File: config.mk
export PLATFORM = sky130hd
export DESIGN_NAME = booth_r4_seq_mult_flat
export DESIGN_NICKNAME = d
export VERILOG_FILES = /design/src/rtl/booth_pkg.sv /design/src/rtl/booth_r4_seq_mult_if.sv /design/src/rtl/booth_r4_enc.sv /design/src/rtl/booth_r4_seq_mult.sv /design/src/flat_wrapper.sv
export SDC_FILE = /design/constraint.sdc
export NUM_CORES = 1
export LEC_CHECK = 0
export ABC_AREA = 0
export BUFFER_PORTS_ARGS = -buffer_cell sky130_fd_sc_hd__buf_2
export CAP_MARGIN = 20
export CORE_MARGIN = 5
export CORE_UTILIZATION = 60
export CTS_CLUSTER_DIAMETER = 200
export DETAILED_ROUTE_END_ITERATION = 16
export GPL_TIMING_DRIVEN = 0
export PLACE_DENSITY = 0.84
export SYNTH_ARGS = -nofsm -noshare
export SYNTH_HDL_FRONTEND = slang
export SYNTH_SLANG_ARGS = --single-unit
File: constraint.sdc
create_clock -name clk -period 13.1 [get_ports clk]
set_input_delay 0 -clock clk [delete_from_list [all_inputs] [get_ports clk]]
set_output_delay 0 -clock clk [all_outputs]
set_load 0.01 [all_outputs]
File: src/rtl/booth_pkg.sv
// Shared types and the radix-4 Booth recoding table for the sequential multiplier.
package booth_pkg;

  typedef enum logic [1:0] {
    StIdle,
    StRun,
    StDone
  } state_e;

  typedef struct packed {
    logic neg;
    logic one;
    logic two;
  } digit_t;

  // Triplet is {b[2i+1], b[2i], b[2i-1]}; 111 maps to zero, so neg is masked there.
  function automatic digit_t booth_recode(input logic [2:0] t);
    digit_t d;
    d.neg = t[2] & ~(t[1] & t[0]);
    d.one = t[1] ^ t[0];
    d.two = (t == 3'b011) | (t == 3'b100);
    return d;
  endfunction

endpackage

File: src/rtl/booth_r4_seq_mult_if.sv
// Operand/product valid-ready bundle between a producer/consumer and the multiplier.
interface booth_r4_seq_mult_if #(
  parameter int unsigned W = 8
) ();
  logic           in_valid;
  logic           in_ready;
  logic [W-1:0]   a;
  logic [W-1:0]   b;
  logic           signed_mode;
  logic           out_valid;
  logic           out_ready;
  logic [2*W-1:0] p;

  modport master (
    output in_valid, a, b, signed_mode, out_ready,
    input  in_ready, out_valid, p
  );

  modport slave (
    input  in_valid, a, b, signed_mode, out_ready,
    output in_ready, out_valid, p
  );
endinterface

File: src/rtl/booth_r4_enc.sv
// Combinational radix-4 Booth digit encoder: one triplet to {neg, one, two}.
module booth_r4_enc
  import booth_pkg::*;
(
  input  logic [2:0] triplet_i,
  output digit_t     digit_o
);

  assign digit_o = booth_recode(triplet_i);

endmodule

File: src/rtl/booth_r4_seq_mult.sv
// Sequential radix-4 Booth multiplier: one digit per clock, exact 2W-bit product,
// valid/ready on both sides, signed or unsigned operands.
module booth_r4_seq_mult
  import booth_pkg::*;
#(
  parameter int unsigned W = 8
) (
  input logic               clk,
  input logic               rst,
  booth_r4_seq_mult_if.slave bus
);

  localparam int unsigned ND = W / 2 + 1;
  localparam int unsigned WE = W + 2;
  localparam int unsigned AW = 2 * W + 2;
  localparam int unsigned CW = $clog2(ND);

  state_e         state_q, state_d;
  logic [CW-1:0]  cnt_q, cnt_d;
  logic [WE-1:0]  a_q, a_d;
  logic [WE:0]    b_q, b_d;   // bit 0 is the implicit b[-1]
  logic [AW-1:0]  acc_q, acc_d;
  logic [2*W-1:0] p_q, p_d;

  logic [CW:0]    sh;
  logic [2:0]     triplet;
  digit_t         digit;
  logic [AW-1:0]  a_ext, mag, mag_sh, pp, acc_sum;

  assign sh      = {cnt_q, 1'b0};
  assign triplet = b_q[sh +: 3];

  booth_r4_enc u_enc (
    .triplet_i (triplet),
    .digit_o   (digit)
  );

  // Left-shifted multiplicand weights digit i by 4^i; negation uses the adder carry-in.
  always_comb begin
    a_ext   = {{(AW - WE){a_q[WE-1]}}, a_q};
    mag     = digit.two ? (a_ext << 1) : (digit.one ? a_ext : '0);
    mag_sh  = mag << sh;
    pp      = digit.neg ? ~mag_sh : mag_sh;
    acc_sum = acc_q + pp + AW'(digit.neg);
  end

  always_comb begin
    state_d = state_q;
    cnt_d   = cnt_q;
    a_d     = a_q;
    b_d     = b_q;
    acc_d   = acc_q;
    p_d     = p_q;
    unique case (state_q)
      StIdle: begin
        if (bus.in_valid) begin
          a_d     = bus.signed_mode ? {{2{bus.a[W-1]}}, bus.a} : {2'b00, bus.a};
          b_d     = bus.signed_mode ? {{2{bus.b[W-1]}}, bus.b, 1'b0} : {2'b00, bus.b, 1'b0};
          acc_d   = '0;
          cnt_d   = '0;
          state_d = StRun;
        end
      end
      StRun: begin
        acc_d = acc_sum;
        cnt_d = cnt_q + CW'(1);
        if (cnt_q == CW'(ND - 1)) begin
          cnt_d   = '0;
          p_d     = acc_sum[2*W-1:0];
          state_d = StDone;
        end
      end
      StDone: begin
        if (bus.out_ready) state_d = StIdle;
      end
      default: state_d = StIdle;
    endcase
  end

  always_ff @(posedge clk) begin
    if (rst) begin
      state_q <= StIdle;
      cnt_q   <= '0;
      a_q     <= '0;
      b_q     <= '0;
      acc_q   <= '0;
      p_q     <= '0;
    end else begin
      state_q <= state_d;
      cnt_q   <= cnt_d;
      a_q     <= a_d;
      b_q     <= b_d;
      acc_q   <= acc_d;
      p_q     <= p_d;
    end
  end

  assign bus.in_ready  = (state_q == StIdle);
  assign bus.out_valid = (state_q == StDone);
  assign bus.p         = p_q;

endmodule

File: src/flat_wrapper.sv
// flat-port wrapper written by rule: the top's interface ports become plain ports
module booth_r4_seq_mult_flat import booth_pkg::*;
#(
  parameter int unsigned W = 8
)
  (clk, rst, bus_in_valid, bus_a, bus_b, bus_signed_mode, bus_out_ready, bus_in_ready, bus_out_valid, bus_p);
  booth_r4_seq_mult_if #(.W(W)) bus_i ();
  input logic clk;
  input logic rst;
  input wire logic [$bits(bus_i.in_valid)-1:0] bus_in_valid;
  input wire logic [$bits(bus_i.a)-1:0] bus_a;
  input wire logic [$bits(bus_i.b)-1:0] bus_b;
  input wire logic [$bits(bus_i.signed_mode)-1:0] bus_signed_mode;
  input wire logic [$bits(bus_i.out_ready)-1:0] bus_out_ready;
  output wire logic [$bits(bus_i.in_ready)-1:0] bus_in_ready;
  output wire logic [$bits(bus_i.out_valid)-1:0] bus_out_valid;
  output wire logic [$bits(bus_i.p)-1:0] bus_p;
  assign bus_i.in_valid = bus_in_valid;
  assign bus_i.a = bus_a;
  assign bus_i.b = bus_b;
  assign bus_i.signed_mode = bus_signed_mode;
  assign bus_i.out_ready = bus_out_ready;
  assign bus_in_ready = bus_i.in_ready;
  assign bus_out_valid = bus_i.out_valid;
  assign bus_p = bus_i.p;
  booth_r4_seq_mult #(.W(W)) u_core (.clk(clk), .rst(rst), .bus(bus_i));
endmodule
### After elaboration in Yosys (flattened, before gate mapping)

Index checks and enable logic that the tools add are counted.

* bits in registers: 60
* latch bits: 0
* memory bits (writable): 0
* memory bits (read-only): 0
* input port bits: 21
* output and inout port bits: 18
* logic and storage cells: 45
* memories kept: 0

* add/subtract/negate cells: 3
* multipliers: 0
* divide/modulo/power cells: 0
* order comparisons: 0
* eq/ne operators: 8
* shift operators: 2
* mux-type cells: 14
* bitwise operators: 6
* reduce and logical (&&, ||, !) cells: 6

Operators with widths (number)
* $mux 18: 4
* $pmux 18 s2: 1
* $add 18x1->18: 1
* $add 18x18->18: 1
* $not 18->18: 1
* $shl 18x4->18: 1
* $mux 11: 1
* $shiftx 11x5->3: 1
* $mux 10: 1
* $eq 3x3->1 const B: 2
* $mux 2: 3
* $mux 3: 2
* $pmux 2 s3: 1
* $pmux 3 s2: 1
* $reduce_and 2->1: 3
* $ne 2x2->1 const B: 2
* $add 3x1->3 const B: 1
* $eq 3x2->1 const B: 1
* $reduce_and 3->1: 1
* $and 1x1->1: 2
* $eq 2x1->1 const B: 1
* $eq 2x2->1 const B: 1
* $logic_not 2->1: 1
* $ne 2x1->1 const B: 1
* other kinds (4): 4

### Depth between registers and ports, before layout

* word-level depth: 10
* gate-level depth with buffers: 24
* depth with buffers taken out: 23

### Hierarchy

Synthesis repeated with hierarchy kept, for this count alone.

* cell total of the unflattened synthesis: 452
* area total of the unflattened synthesis: 3568.4 um^2

By module, submodules not included
* booth_r4_seq_mult: times used 1, cells each 446, area an instance 3514.6 um^2, sequential area each 1101.1 um^2
* booth_r4_enc: times used 1, cells each 6, area an instance 53.8 um^2, sequential area each 0.0 um^2

### Least setup slack after synthesis

OpenSTA, ideal clock, no wires.

* path type: flip-flop to flip-flop
* start: register u_core.cnt_q[0]
* end: register u_core.p_q[13] (netlist: u_core.bus.p[13])
* setup time: 0.070 ns
* arrival time: 4.719 ns
* required time: 13.030 ns
* path slack: 8.311 ns
* stages on the path, launching flop included: 24
* buffers on the path: 1
* clock period less this slack: 4.789 ns
* path through: dfxtp_1 buf_2 mux4_2 and2_1 nor2_1 inv_1 ha_1 mux2i_2 nand2_1 a2bb2oi_1 o22ai_1 a21oi_1 nor2_1 xor2_1 ha_1 a21o_1 a21o_1 a21oi_1 o21ai_0 a211o_1 a221oi_1 xnor2_1 nand2_1 a21oi_1

* longest elaborated chain between the ends: 9
* elaborated cells between the ends (all ways): 17
* those cells by class: 2 x add/sub; 3 x eq/ne; 2 x shift; 3 x mux; 6 x bitwise; 1 x reduce/logical

RTL lines
* start, declared: line booth_r4_seq_mult.sv:19 `logic [CW-1:0] cnt_q, cnt_d;`
* start signal, assigned: line booth_r4_seq_mult.sv:90 `cnt_q <= cnt_d;`
* $shiftx 11x5->3: line booth_r4_seq_mult.sv:31 `assign triplet = b_q[sh +: 3];`
* $eq 3x2->1, or another cell as far along: line booth_pkg.sv:21 `d.two = (t == 3'b011) | (t == 3'b100);`
* $or 1x1->1 or $mux 18 (tied branches): line booth_pkg.sv:21, booth_r4_seq_mult.sv:41
* $mux 18: line booth_r4_seq_mult.sv:41 `mag = digit.two ? (a_ext << 1) : (digit.one ? a_ext : '0);`
* $shl 18x4->18: line booth_r4_seq_mult.sv:42 `mag_sh = mag << sh;`
* $not 18->18: line booth_r4_seq_mult.sv:43 `pp = digit.neg ? ~mag_sh : mag_sh;`
* $mux 18: line booth_r4_seq_mult.sv:43
* $add 18x18->18: line booth_r4_seq_mult.sv:44 `acc_sum = acc_q + pp + AW'(digit.neg);`
* $add 18x1->18: line booth_r4_seq_mult.sv:44
* end signal, assigned: line booth_r4_seq_mult.sv:94 `p_q <= p_d;`
* end, declared: line booth_r4_seq_mult.sv:23 `logic [2*W-1:0] p_q, p_d;`

Parallel ways exist; a longest one is shown, timed or not.
A chain may end at the register's enable or synchronous reset.

### Final worst setup path

* start: register u_core.cnt_q[1]
* end: register u_core.acc_q[15]

* longest elaborated chain between the ends: 10
* elaborated cells between the ends (all ways): 16
* those cells by class: 2 x add/sub; 2 x eq/ne; 2 x shift; 4 x mux; 6 x bitwise

RTL lines
* $shiftx 11x5->3: line booth_r4_seq_mult.sv:31
* $eq 3x2->1, or another cell as far along: line booth_pkg.sv:21
* $or 1x1->1 or $mux 18 (tied branches): line booth_pkg.sv:21, booth_r4_seq_mult.sv:41
* $mux 18: line booth_r4_seq_mult.sv:41
* $shl 18x4->18: line booth_r4_seq_mult.sv:42
* $not 18->18: line booth_r4_seq_mult.sv:43
* $mux 18: line booth_r4_seq_mult.sv:43
* $add 18x18->18: line booth_r4_seq_mult.sv:44
* $add 18x1->18 *: line booth_r4_seq_mult.sv:44
* $pmux 18 s2 *: line booth_r4_seq_mult.sv:54 `unique case (state_q)`
* end signal, assigned: line booth_r4_seq_mult.sv:86 `acc_q <= '0;`
* end signal, assigned: line booth_r4_seq_mult.sv:93 `acc_q <= acc_d;`
* end, declared: line booth_r4_seq_mult.sv:22 `logic [AW-1:0] acc_q, acc_d;`

Every way passes the cells marked *; elsewhere a longest branch is shown, timed or not.

==> metrics.yaml <==
startpoint_type: "flop"
fin_area_um2: 4270
cts_tree: "done"
antenna_found_initial: 0
seq_area_um2: 1100
cp_top_family: "simple AND/OR/NAND/NOR gates"
r2r_start: "u_core.cnt_q[1]"
p_per_area_nw_per_um2: 91.0
htreeDepth: 2
cts_buffer_depth: 2
root_buffer: "clkbuf_8"
worstSetupEndpoint: "u_core.acc_q[15]"
ir_worst_vdd_mv: 0.0604
drc: 0
fmax_ghz: 0.164
start_util: 0.620
async_flop_share: 0
crit_path_end_kind: "flop"
slew_violations: 0
drt_pass1_iterations: 6
holdWs_ps: 11.9
hold_viol_final: 0
synth_cell_types: 59
final_antenna_net_count: 0
grt_start_max_net_pins: 18
io_buffers: 38
timing.setup.tns_ps: 0
min_path_type: "primary input to flop"
outcome: "finished clean"
p_leak_uw: 0.00185
multiInputGateArea_um2: 2430
synth-seq-area-share: 0.298
place.gp.congestion: 1.01
n_antenna_cell: 0
num_vias: 3698
r2r_end: "u_core.acc_q[15]"
area_growth_pct: 15.6
critPathSlowestCell: "nor3b_1"
layout-drive-gt1-share: 0.121
die_w_um: 88.4
clk_latency_ps: 330
worstPathArrival_ps: 6340
tightest_slew_ps: 800
n_fill_cell: 481
synth_warnings: 0
period_minus_slack_ps: 6090
reg2reg_depth: 20
grt_pass1_wl_um: 16300
core_area_um2: 5960
nNetsFinal: 587
cts.sinks: 55
syn_area_per_cell_um2: 7.66
avgRoutedWirePerCell_um: 16.3
cts.clk_slew.worst_paths_ps: 110
drt_wl_total_um: 10100
required_ps: 13350
finalCritPeriodShare: 0.465
slowest_delay_ps: 710
via_per_inst: 5.95
crit_fanout: 10
cts_buffers: 5
syn_inst: 482
grt_setup_unrepaired: "false"
placed_cell_area_um2: 3980
ys_ff_latch: 55
skew_ps: 18.1
dp_hpwl_um: 7430
dieArea_um2: 7820
synthFlopType: "dfxtp_1"
syn_nets: 524
synth_edf_count: 0
die_h_um: 88.4
rows: 28
path_cells: "clkbuf_1 > mux4_2 > and2_1 > nor2_1 > inv_1 > ha_1 > mux2i_2 > nand2_1 > nor3b_1 > a21oi_1 > o21ai_0 > xor2_1 > ha_1 > nand4_1 > or3_1 > o21ai_0 > o221ai_1 > xnor2_1 > nand2_1 > a21oi_1"
cp_num_cells: 20
grt_pass1_vias: 3412
grt-ovfl-total: 0
r2r_slack_ps: 7010
startpoint: "u_core.cnt_q[1]"
setup_viol: 0
syn_area_um2: 3690
grt_use_total: 0.267
max-slew-margin-rel: 0.465
drtIter0Drc: 267
cap_violations: 0
criticalPathCategory: "flop to flop"
worst-path-buf-inv: 2
io_pins: 39
==> kinds of logic (layout without fill, tap and decap cells) <==
group                      count (synthesis)  count (layout)  synth area share
and+or+nand+nor                          189             189             0.236
AOI/OAI and AO/OA                        127             127             0.214
DFF                                       55              55             0.298
buffers and inverters                     41             105            0.0427
xor gates and xnor gates                  28              28            0.0664
adders and majority gates                 21              21            0.0732
muxes                                     21              21            0.0701
==> cells in the final DEF, fill, tap and decap left out, types with 3 or more instances in the layout <==
cell           instances
a211oi_1               5
a21o_1                 6
a21oi_1               68
a31oi_1                3
and2_1                 5
and3_1                 4
buf_2                 41
clkbuf_1              25
clkbuf_8               5
dfxtp_1               55
dlygate4sd3_1         18
ha_1                  20
inv_1                  8
mux2_2                 6
mux2i_1               11
mux4_2                 3
nand2_1               86
nand2b_1               5
nand3_1               21
nand3b_1               4
nand4_1                3
nor2_1                33
nor2b_1                5
nor3_1                11
nor3b_1                3
o21ai_0               18
o31ai_1                3
xnor2_1               11
xor2_1                17
==> per-layer routing <==
metal,GRT usage,up-vias,part of all wire
li1,-,1823,-
met5,0,-,0
met2,0.452,170,0.49
met1,0.338,1678,0.41
met3,0.0438,27,0.078
met4,0.104,0,0.026
==> worst min-delay path by stage <==
stage	to	startpoint	slack, ps	depth (start not counted)
finish	u_core.state_q[0]	bus_in_valid	10	3
global route	u_core.state_q[0]	bus_in_valid	10	3
CTS	u_core.state_q[0]	bus_in_valid	10	3
detailed placement	u_core.a_q[2]	bus_a[2]	250	3
global placement	u_core.b_q[5]	bus_b[4]	240	3
floorplan	u_core.b_q[1]	bus_b[0]	140	2
==> metrics by stage <==
step	setup slack, ps	std cells	util	power [µW]
2_1_floorplan	8310	482	-	246
6_report	7010	621	0.717	388
5_1_grt	6660	621	0.717	407
3_3_place_gp	7250	595	0.668	265
4_1_cts	7110	621	0.717	387
3_5_place_dp	7100	595	0.668	268
==> area by class of cell <==
type,count,share of cell area
clock buffers,5,0.0161
flip-flops and latches,55,0.258
clock inverters,3,0.0103
inverters,11,0.00967
multi-input cells,386,0.570
plain buffers,30,0.0273
repair buffers,56,0.0868
well taps,75,0.0220
==> synth_stat cells (8+ instances only) <==
master / n / share of area
xor2_1: 17 / 0.040
ha_1: 20 / 0.068
nor2_1: 33 / 0.034
mux2i_1: 11 / 0.030
a21oi_1: 68 / 0.092
clkbuf_1: 25 / 0.025
xnor2_1: 11 / 0.026
o21ai_0: 18 / 0.024
nand3_1: 21 / 0.028
dfxtp_1: 55 / 0.30
nor3_1: 11 / 0.015
inv_1: 8 / 0.0081
nand2_1: 86 / 0.087
==> sequential cells by signal (all words and copies together), names as in the netlist <==
register / flops
u_core.cnt_q: 3
u_core.b_q: 9
u_core.bus.p: 16
u_core.state_q: 2
u_core.acc_q: 16
u_core.a_q: 9
==> power breakdown <==
part / total [µW] / internal, µW / switching (µW)
Combinational: 91.9 / 35.4 / 56.5
Clock: 118 / 57.1 / 60.5
Sequential: 179 / 174 / 5.17
==> worst register-to-register path, cell delays in order, from the launching register on <==
cell,delay [ps]
dfxtp_1,480
clkbuf_1,420
mux4_2,360
and2_1,160
nor2_1,150
inv_1,70
ha_1,270
mux2i_2,560
nand2_1,220
nor3b_1,710
a21oi_1,200
o21ai_0,260
xor2_1,130
ha_1,420
nand4_1,180
or3_1,400
o21ai_0,310
o221ai_1,210
xnor2_1,270
nand2_1,80
a21oi_1,150
==> timing repair <==
item,in CTS,in global routing
hold buffers,18,0
hold endpoints to repair,19,0
buffers inserted,0,0
resized for setup,0,0
No activity file was read; power rests on OpenSTA's default activity.
